==> config.mk <==
export PLATFORM = sky130hd
export DESIGN_NAME = led_sequencer
export DESIGN_NICKNAME = d
export VERILOG_FILES = /design/src/rtl/led_sequencer.sv
export SDC_FILE = /design/constraint.sdc
export NUM_CORES = 1
export LEC_CHECK = 0
export CELL_PAD_IN_SITES_DETAIL_PLACEMENT = 0
export CELL_PAD_IN_SITES_GLOBAL_PLACEMENT = 1
export CORE_MARGIN = 8
export CORE_UTILIZATION = 50
export CTS_CLUSTER_SIZE = 24
export DETAILED_ROUTE_END_ITERATION = 10
export PLACE_DENSITY_LB_ADDON = 0.1
export SETUP_SLACK_MARGIN = 0.5
export SLEW_MARGIN = 5
export SYNTH_ARGS = -nofsm -noshare
export SYNTH_HDL_FRONTEND = slang
export SYNTH_SLANG_ARGS = --single-unit
==> constraint.sdc <==
create_clock -name clk -period 7.45 [get_ports clk]
set_clock_uncertainty 0.05 [all_clocks]
set_input_delay 1.49 -clock clk [delete_from_list [all_inputs] [get_ports clk]]
set_output_delay 1.49 -clock clk [all_outputs]
set_load 0.05 [all_outputs]
==> src/rtl/led_sequencer.sv <==
`default_nettype none
// +--------------------------------------------------------------------------+
// | led_sequencer : programmable multi-step LED blink scheduler              |
// | Rev 1.0                                                                  |
// +--------------------------------------------------------------------------+
module led_sequencer #(
  parameter int          NUM_LEDS = 4,
  parameter int unsigned PRESCALE = 5_000_000
) (
  input  logic                clk,
  input  logic                rst,
  input  logic                cmd_valid,
  output logic                cmd_ready,
  input  logic [1:0]          cmd_op,
  input  logic [2:0]          cmd_addr,
  input  logic [NUM_LEDS-1:0] cmd_pattern,
  input  logic [7:0]          cmd_arg,
  input  logic                stop,
  output logic [NUM_LEDS-1:0] led,
  output logic                busy,
  output logic [2:0]          step,
  output logic                done
);

  typedef enum logic [0:0] {
    IDLE = 1'b0,
    RUN  = 1'b1
  } state_t;

  localparam logic [1:0]  OP_WRITE   = 2'b00;
  localparam logic [1:0]  OP_START   = 2'b01;
  localparam logic [31:0] PRESC_LAST = 32'(PRESCALE - 1);

  state_t              state_q, state_d;
  logic [NUM_LEDS-1:0] mem_pat_q [8];
  logic [NUM_LEDS-1:0] mem_pat_d [8];
  logic [7:0]          mem_dur_q [8];
  logic [7:0]          mem_dur_d [8];
  logic [2:0]          last_q, last_d;
  logic [7:0]          loops_q, loops_d;
  logic                inf_q, inf_d;
  logic [2:0]          step_q, step_d;
  logic [NUM_LEDS-1:0] led_q, led_d;
  logic                done_q, done_d;
  logic [31:0]         presc_q, presc_d;
  logic [7:0]          tick_q, tick_d;

  logic [2:0] next_step;
  logic [7:0] cur_dur;
  logic [7:0] tick_last;
  logic       presc_tc;
  logic       step_end;

  assign next_step = step_q + 3'd1;
  assign cur_dur   = mem_dur_q[step_q];
  // A zero duration still holds the step for one tick.
  assign tick_last = (cur_dur == 8'd0) ? 8'd0 : cur_dur - 8'd1;
  assign presc_tc  = (presc_q == PRESC_LAST);
  assign step_end  = presc_tc && (tick_q == tick_last);

  always_comb begin
    state_d   = state_q;
    mem_pat_d = mem_pat_q;
    mem_dur_d = mem_dur_q;
    last_d    = last_q;
    loops_d   = loops_q;
    inf_d     = inf_q;
    step_d    = step_q;
    led_d     = led_q;
    done_d    = 1'b0;
    presc_d   = presc_q;
    tick_d    = tick_q;

    case (state_q)
      IDLE: begin
        if (cmd_valid) begin
          if (cmd_op == OP_WRITE) begin
            mem_pat_d[cmd_addr] = cmd_pattern;
            mem_dur_d[cmd_addr] = cmd_arg;
          end else if (cmd_op == OP_START) begin
            last_d  = cmd_addr;
            loops_d = cmd_arg;
            inf_d   = (cmd_arg == 8'd0);
            state_d = RUN;
            step_d  = 3'd0;
            led_d   = mem_pat_q[0];
            presc_d = 32'd0;
            tick_d  = 8'd0;
          end
        end
      end
      RUN: begin
        // stop outranks any step or loop boundary in the same cycle
        if (stop) begin
          state_d = IDLE;
          led_d   = '0;
          step_d  = 3'd0;
          presc_d = 32'd0;
          tick_d  = 8'd0;
        end else if (step_end) begin
          presc_d = 32'd0;
          tick_d  = 8'd0;
          if (step_q != last_q) begin
            step_d = next_step;
            led_d  = mem_pat_q[next_step];
          end else if (inf_q || (loops_q != 8'd1)) begin
            if (!inf_q) begin
              loops_d = loops_q - 8'd1;
            end
            step_d = 3'd0;
            led_d  = mem_pat_q[0];
          end else begin
            loops_d = 8'd0;
            state_d = IDLE;
            step_d  = 3'd0;
            led_d   = '0;
            done_d  = 1'b1;
          end
        end else if (presc_tc) begin
          presc_d = 32'd0;
          tick_d  = tick_q + 8'd1;
        end else begin
          presc_d = presc_q + 32'd1;
        end
      end
      default: state_d = IDLE;
    endcase
  end

  always_ff @(posedge clk or posedge rst) begin
    if (rst) begin
      state_q <= IDLE;
      for (int i = 0; i < 8; i++) begin
        mem_pat_q[i] <= '0;
        mem_dur_q[i] <= 8'd0;
      end
      last_q  <= 3'd0;
      loops_q <= 8'd0;
      inf_q   <= 1'b0;
      step_q  <= 3'd0;
      led_q   <= '0;
      done_q  <= 1'b0;
      presc_q <= 32'd0;
      tick_q  <= 8'd0;
    end else begin
      state_q   <= state_d;
      mem_pat_q <= mem_pat_d;
      mem_dur_q <= mem_dur_d;
      last_q    <= last_d;
      loops_q   <= loops_d;
      inf_q     <= inf_d;
      step_q    <= step_d;
      led_q     <= led_d;
      done_q    <= done_d;
      presc_q   <= presc_d;
      tick_q    <= tick_d;
    end
  end

  assign cmd_ready = (state_q == IDLE);
  assign busy      = (state_q == RUN);
  assign led       = led_q;
  assign step      = step_q;
  assign done      = done_q;

endmodule
`default_nettype wire

Yosys cells after proc, flatten, opt, wreduce, memory -nomap -nowiden
Cells that the tools add are included.
{"block": "word_totals", "input_bits": 21, "elab_cells": 129, "ff_bits": 157}
{"block": "classes", "order_cmp": 4, "n_eq_ne": 14, "muxes": 64, "n_reduce_logical": 12, "n_addsub": 5, "bitwise_logic": 5}
{"cell": "32-bit two-way mux", "count": 6}
{"cell": "8-bit two-way mux", "count": 18}
{"cell": "64-bit bitwise mux", "count": 1}
{"cell": "32-bit case mux with 2 select lines", "count": 1}
{"cell": "4-bit two-way mux", "count": 10}
{"cell": "32-bit by 1-bit adder with 32-bit output (second input constant)", "count": 1}
{"cell": "32-bit bitwise mux", "count": 1}
{"cell": "32-bit by 23-bit == test with 1-bit output (second input constant)", "count": 1}
{"cell": "8-bit case mux with 2 select lines", "count": 2}
{"cell": "8-bit binary-select mux with 3-bit select", "count": 1}
{"cell": "8-bit demux with 3-bit select", "count": 1}
{"cell": "3-bit two-way mux", "count": 6}
{"cell": "8-bit logical NOT", "count": 2}
{"cell": "8-bit by 1-bit subtractor with 8-bit output (second input constant)", "count": 2}
{"cell": "4-bit binary-select mux with 3-bit select", "count": 1}
{"cell": "4-bit demux with 3-bit select", "count": 1}
{"cell": "4-bit greater-or-equal comparator (second input constant)", "count": 3}
{"cell": "1-bit two-way mux", "count": 12}
{"cell": "3-bit inverter with 4-bit output", "count": 3}
{"cell": "4-bit AND reduction", "count": 3}
{"cell": "8-bit by 1-bit adder with 8-bit output (second input constant)", "count": 1}
{"cell": "8-bit == test", "count": 1}
{"cell": "2-bit inequality test (second input constant)", "count": 4}
{"cell": "8-bit by 1-bit inequality test with 1-bit output (second input constant)", "count": 1}
{"cell": "17 further kinds", "count": 21}

Logic depth before layout (Yosys ltp)
{"block": "logic_depth", "ltp_word": 11, "ltp_mapped": 15, "mapped_depth_nobuf": 12}

Worst setup path before layout
Ideal clock, no wire load.
{"block": "synth_timing", "path_kind": "reg-to-reg", "start": "register step_q[2] (netlist: step[2])", "end": "register loops_q[4]", "path_slack_ns": 3.664, "n_path_buf": 3, "setup_ns": 0.069, "arrival_ns": 3.667, "path_stages_with_launch": 14, "period_less_slack_ns": 3.786, "path_cell_list": "dfrtp_1 -> buf_1 -> buf_2 -> mux4_2 -> mux2i_4 -> ha_1 -> and3_1 -> nand2_1 -> o211a_1 -> o32ai_1 -> nand4_1 -> buf_2 -> or4_1 -> nand3_1"}
{"block": "synth_between", "elab_chain_len": 10}
{"item": "from (decl)", "line_no": "42", "text": "logic [2:0] step_q, step_d;"}
{"item": "from (signal assigned)", "line_no": "152", "text": "step_q <= step_d;"}
{"item": "3-bit inverter with 4-bit output (not written as such)", "line_no": "55", "text": "assign cur_dur = mem_dur_q[step_q];"}
{"item": "8-bit binary-select mux with 3-bit select", "line_no": "55"}
{"item": "8-bit two-way mux (not written as such) (2 in series)", "line_no": "55"}
{"item": "8-bit by 1-bit subtractor with 8-bit output / 8-bit logical NOT (equally long branches)", "line_no": "57", "text": "assign tick_last = (cur_dur == 8'd0) ? 8'd0 : cur_dur - 8'd1;"}
{"item": "8-bit two-way mux", "line_no": "57"}
{"item": "8-bit == test", "line_no": "59", "text": "assign step_end = presc_tc && (tick_q == tick_last);"}
{"item": "1-bit logical AND", "line_no": "59"}
{"item": "2-bit by 1-bit inequality test with 1-bit output (no source line)"}
{"item": "7-bit AND reduction (no source line) (*)"}
{"item": "to (signal assigned)", "line_no": "150", "text": "loops_q <= loops_d;"}
{"item": "to (decl)", "line_no": "40", "text": "logic [7:0] loops_q, loops_d;"}
Mark *: on every way between the ends. The rest lies on a longest branch, timed or not. The select of a mux whose other input is x is not followed.
A chain may end at the register's enable or synchronous reset.

Final worst setup path
{"block": "layout_timing", "start": "register step_q[0] (netlist: step[0])", "end": "register step_q[1] (netlist: step[1])"}
{"block": "layout_between", "elab_chain_len": 10}
{"item": "3-bit inverter with 4-bit output (not written as such)", "line_no": "55"}
{"item": "8-bit binary-select mux with 3-bit select", "line_no": "55"}
{"item": "8-bit two-way mux (not written as such) (2 in series)", "line_no": "55"}
{"item": "8-bit by 1-bit subtractor with 8-bit output / 8-bit logical NOT (equally long branches)", "line_no": "57"}
{"item": "8-bit two-way mux", "line_no": "57"}
{"item": "8-bit == test", "line_no": "59"}
{"item": "1-bit logical AND", "line_no": "59"}
{"item": "3-bit by 2-bit inequality test with 1-bit output (no source line)"}
{"item": "4-bit AND reduction (no source line)"}
Several ways; a longest one is shown, not always the timed one. The select of a mux whose other input is x is not followed.

==> results.md <==
* Post-synth EDFFs at 0
* Post-CTS setup buffers at 0
* Row cnt at 46
* Vias in the first global route at between 5000 and 6000
* Syn. warnings at 0
* Hold path cells at 1
* Slowest CP cell: dfrtp_1
* Post-Synth Adder-Cell Area at less than 1%
* Final cycle utilization of the critical path at 58.1%
* Reg2Reg Setup Slack at 3120 ps
* Port Buffers at 30
* Count of cell types in the netlist at between 50 and 60
* Number of I/O pins at 31
* Tmin final at around 4300 ps
* Sequential element share of the synthesized area at between 40% and 50%
* FILL cells at roughly 1300
* Worst path max stage delay at a little under 900 ps
* Post-synthesis area per instance at around 12 um2
* Hold-fix buffers, CTS at 0
* Initial Util at a little over 50%
* Synth Instances at about 700
* GRT overflow at 0
* Largest net degree at the start of global routing at 96
* Synth async-reset ratio at 100%
* # DRC at 0
* Crit-path cells: buf_4 -> mux4_2 -> mux2i_4 -> nand3_2 -> or3_1 -> o211a_1 -> a311oi_1 -> nand4_1 -> buf_4 -> a21o_1 -> mux2_1
* CTS Buf Count at 17
* Max-cap violations at 0
* Register area at 3930 um2
* Final setup fails at 0
* Lkg Pwr at roughly 0.0039 uW
* Initial DRC count at roughly 390
* Req. time, crit path at between 7000 and 8000 ps
* Routed len/inst at 19.8 um
* Synth Area in Compound Gates at 6.11%
* Cell taking the most area after synthesis: dfrtp_1
* Die W at between 100 and 150 um
* Worst Max-Slew Pin Slew at about 1100 ps
* Depth of the CTS H-tree at 4
* Nets at roughly 740
* Layout cells sized above 1 at roughly a quarter
* Vias per std cell at 5.86
* Core area at approximately 16000 um2
* CTS tree: done
* Final Util at 57.6%
* Worst R2R Start: step[0]
* GP Congestion at approximately 0.84
* Setup crit start kind: register
* Crit path top cell by count: buf_4
* Worst Min Path Start: mem_dur_q[31]
* Max VDD drop at approximately 0.17 mV
* Unrepaired setup endpoints after global routing: false
* Synth top area cells: dfrtp_1 49%, mux2_2 14%, mux4_2 6.7%, nor2_1 2.8%, nand2_1 2.7%
* XOR/XNOR share of the synthesized area at under 10%
* Area occupied by multi-input gates at between 3000 and 4000 um2
* F_max at 231 MHz
* Worst-path maximum fanout at 21
* Initial antenna violation count at 0
* Die Y at 143 um
* Max-slew violations at 0
* Root Driver: clkbuf_16
* Fin Setup TNS at 0 ps
* Reg-to-Reg End: step[1]
* Syn Nets at between 700 and 800
* CTS sink cnt at about 160
* CTS Buffer Depth at 2
* Setup crit end kind: register
* Length in cells of the worst reg-to-reg path at 11
* Antenna cells at 0
* Clock transition at path regs at around 70 ps
* Global-route wire length before repair at slightly above 30000 um
* WS Path Type: register to register
* Overall Global Routing Usage at around a fifth
* Die ar. at about 20000 um2
* Final Hold Viols at 0
* Hpwl dp at 12900 um
* Most common cell after layout, fill and taps aside: dfrtp_1
* Worst hold path endpoint: mem_dur_q[31]
* DR pass1 iterations at 5
* Netlist Area Pre-Place at roughly 8000 um2
* Largest family of logic cells by synthesized area: multiplexers
* P&R area growth vs syn at 13.1%
* Max-slew headroom at 26.1%
* Yosys top cell area share at 48.9%
* Total routed wirelength at between 15000 and 20000 um
* Mux contribution to synthesized area at between 20% and 30%
* Clock latency on the worst-skew pair at between 400 and 500 ps
* Routed vias at between 5000 and 6000
* Routed Antenna Nets at 0
* WP data arrival at 4580 ps
* Synth Register Bits at between 150 and 200
* Simple-gate share of the synthesized area at between 10% and 20%
* CTS resizes at 0
* PD cells at around 250 nW/um2
* Worst min-delay path class: register to register
* Commonest non-fill, non-tap cells in the layout: 157 x dfrtp_1, 102 x mux2_2, 58 x nor2_1, 58 x nand2_1, 30 x clkdlybuf4s50_1
* Post-synth top flop: dfrtp_1
* Status: finished, final reports clean
-- area by class of cell --
class | instances | area share, %
clock buffer | 19 | 4.98
clock inverter | 13 | 1.35
inverter | 12 | 0.551
multi-input combinational | 481 | 42.9
sequential | 157 | 43.2
tap | 216 | 2.97
timing repair buffer | 39 | 4.05
-- sequential cells by signal, summed over array words and instances, names as in the netlist, 3 cells and up --
| register | flops |
|---|---|
| last_q | 3 |
| led | 4 |
| loops_q | 8 |
| mem_dur_q | 64 |
| mem_pat_q | 32 |
| presc_q | 32 |
| step | 3 |
| tick_q | 8 |
-- cells by family (layout without fill, tap and decap cells) --
kind of cell	after synthesis	count (layout)
compound gates	75	75
xor+xnor	34	34
fa+ha+maj	6	6
buf+inv	54	83
flops	157	157
mux	145	145
simple gates	221	221
-- through the flow --
step | power [uW] | cell area, um2 | hold WS [ps] | instances | setup slack, ps
final | 2310 | 9090 | 452 | 937 | 3120
after floorplan | 1370 | 8030 | 403 | 692 | 1680
after global routing | 2430 | 9090 | 468 | 937 | 2740
after detailed placement | 1500 | 8510 | 439 | 905 | 3070
after CTS | 2340 | 9090 | 455 | 937 | 3050
after global placement | 1480 | 8510 | 432 | 905 | 3100
-- worst max-delay path by stage --
stage                       start          to  slack, ps  depth (start not counted)
after detailed placement  step[0]  loops_q[2]       3070                         11
after floorplan               rst        busy       1680                          1
after CTS                 step[0]     step[1]       3050                         11
final                     step[0]     step[1]       3120                         11
after global routing      step[0]     step[1]       2740                         11
after global placement    step[0]  loops_q[2]       3100                         11
-- layer usage --
| metal | global-route usage (%) | routed length (um) | up-vias | part of all wire (%) |
|---|---|---|---|---|
| met4 | 5.82 | 253 | 0 | 1.4 |
| met2 | 32.1 | 9120 | 87 | 49 |
| met1 | 25.2 | 8480 | 2827 | 46 |
| li1 | - | - | 2559 | - |
| met5 | 0 | 0 | - | 0 |
| met3 | 4.97 | 696 | 17 | 3.8 |
-- worst max-delay path: cells and delay by family, from the launching register on --
family,cells,cell delay [ps]
compound gates,3,750
buf+inv,2,630
flops,1,890
mux,3,1160
simple gates,3,730
-- cell usage after synthesis (all sizes together), types with 4 or more instances --
cell      n
nand4    13
clkbuf   22
nor3      9
dfrtp   157
buf      20
a21oi    17
nand2b    4
mux4     24
or3       9
ha        6
nand3b    4
nor2     59
inv      12
nand3    26
mux2    107
a31oi     4
nor4     11
nand2    59
xnor2    13
and4      4
o21ai    18
o211ai   10
xor2     21
nor4b     6
mux2i    14
a22oi     4
and3      6
-- power breakdown --
group | internal (uW) | leakage [uW] | switching [uW] | total, uW
registers | 979 | 0.00206 | 79.9 | 1060
clock network | 458 | 0.000286 | 373 | 831
logic | 205 | 0.00156 | 215 | 420
total | 1640 | 0.00391 | 668 | 2310
(Power assumes the default switching activity.)
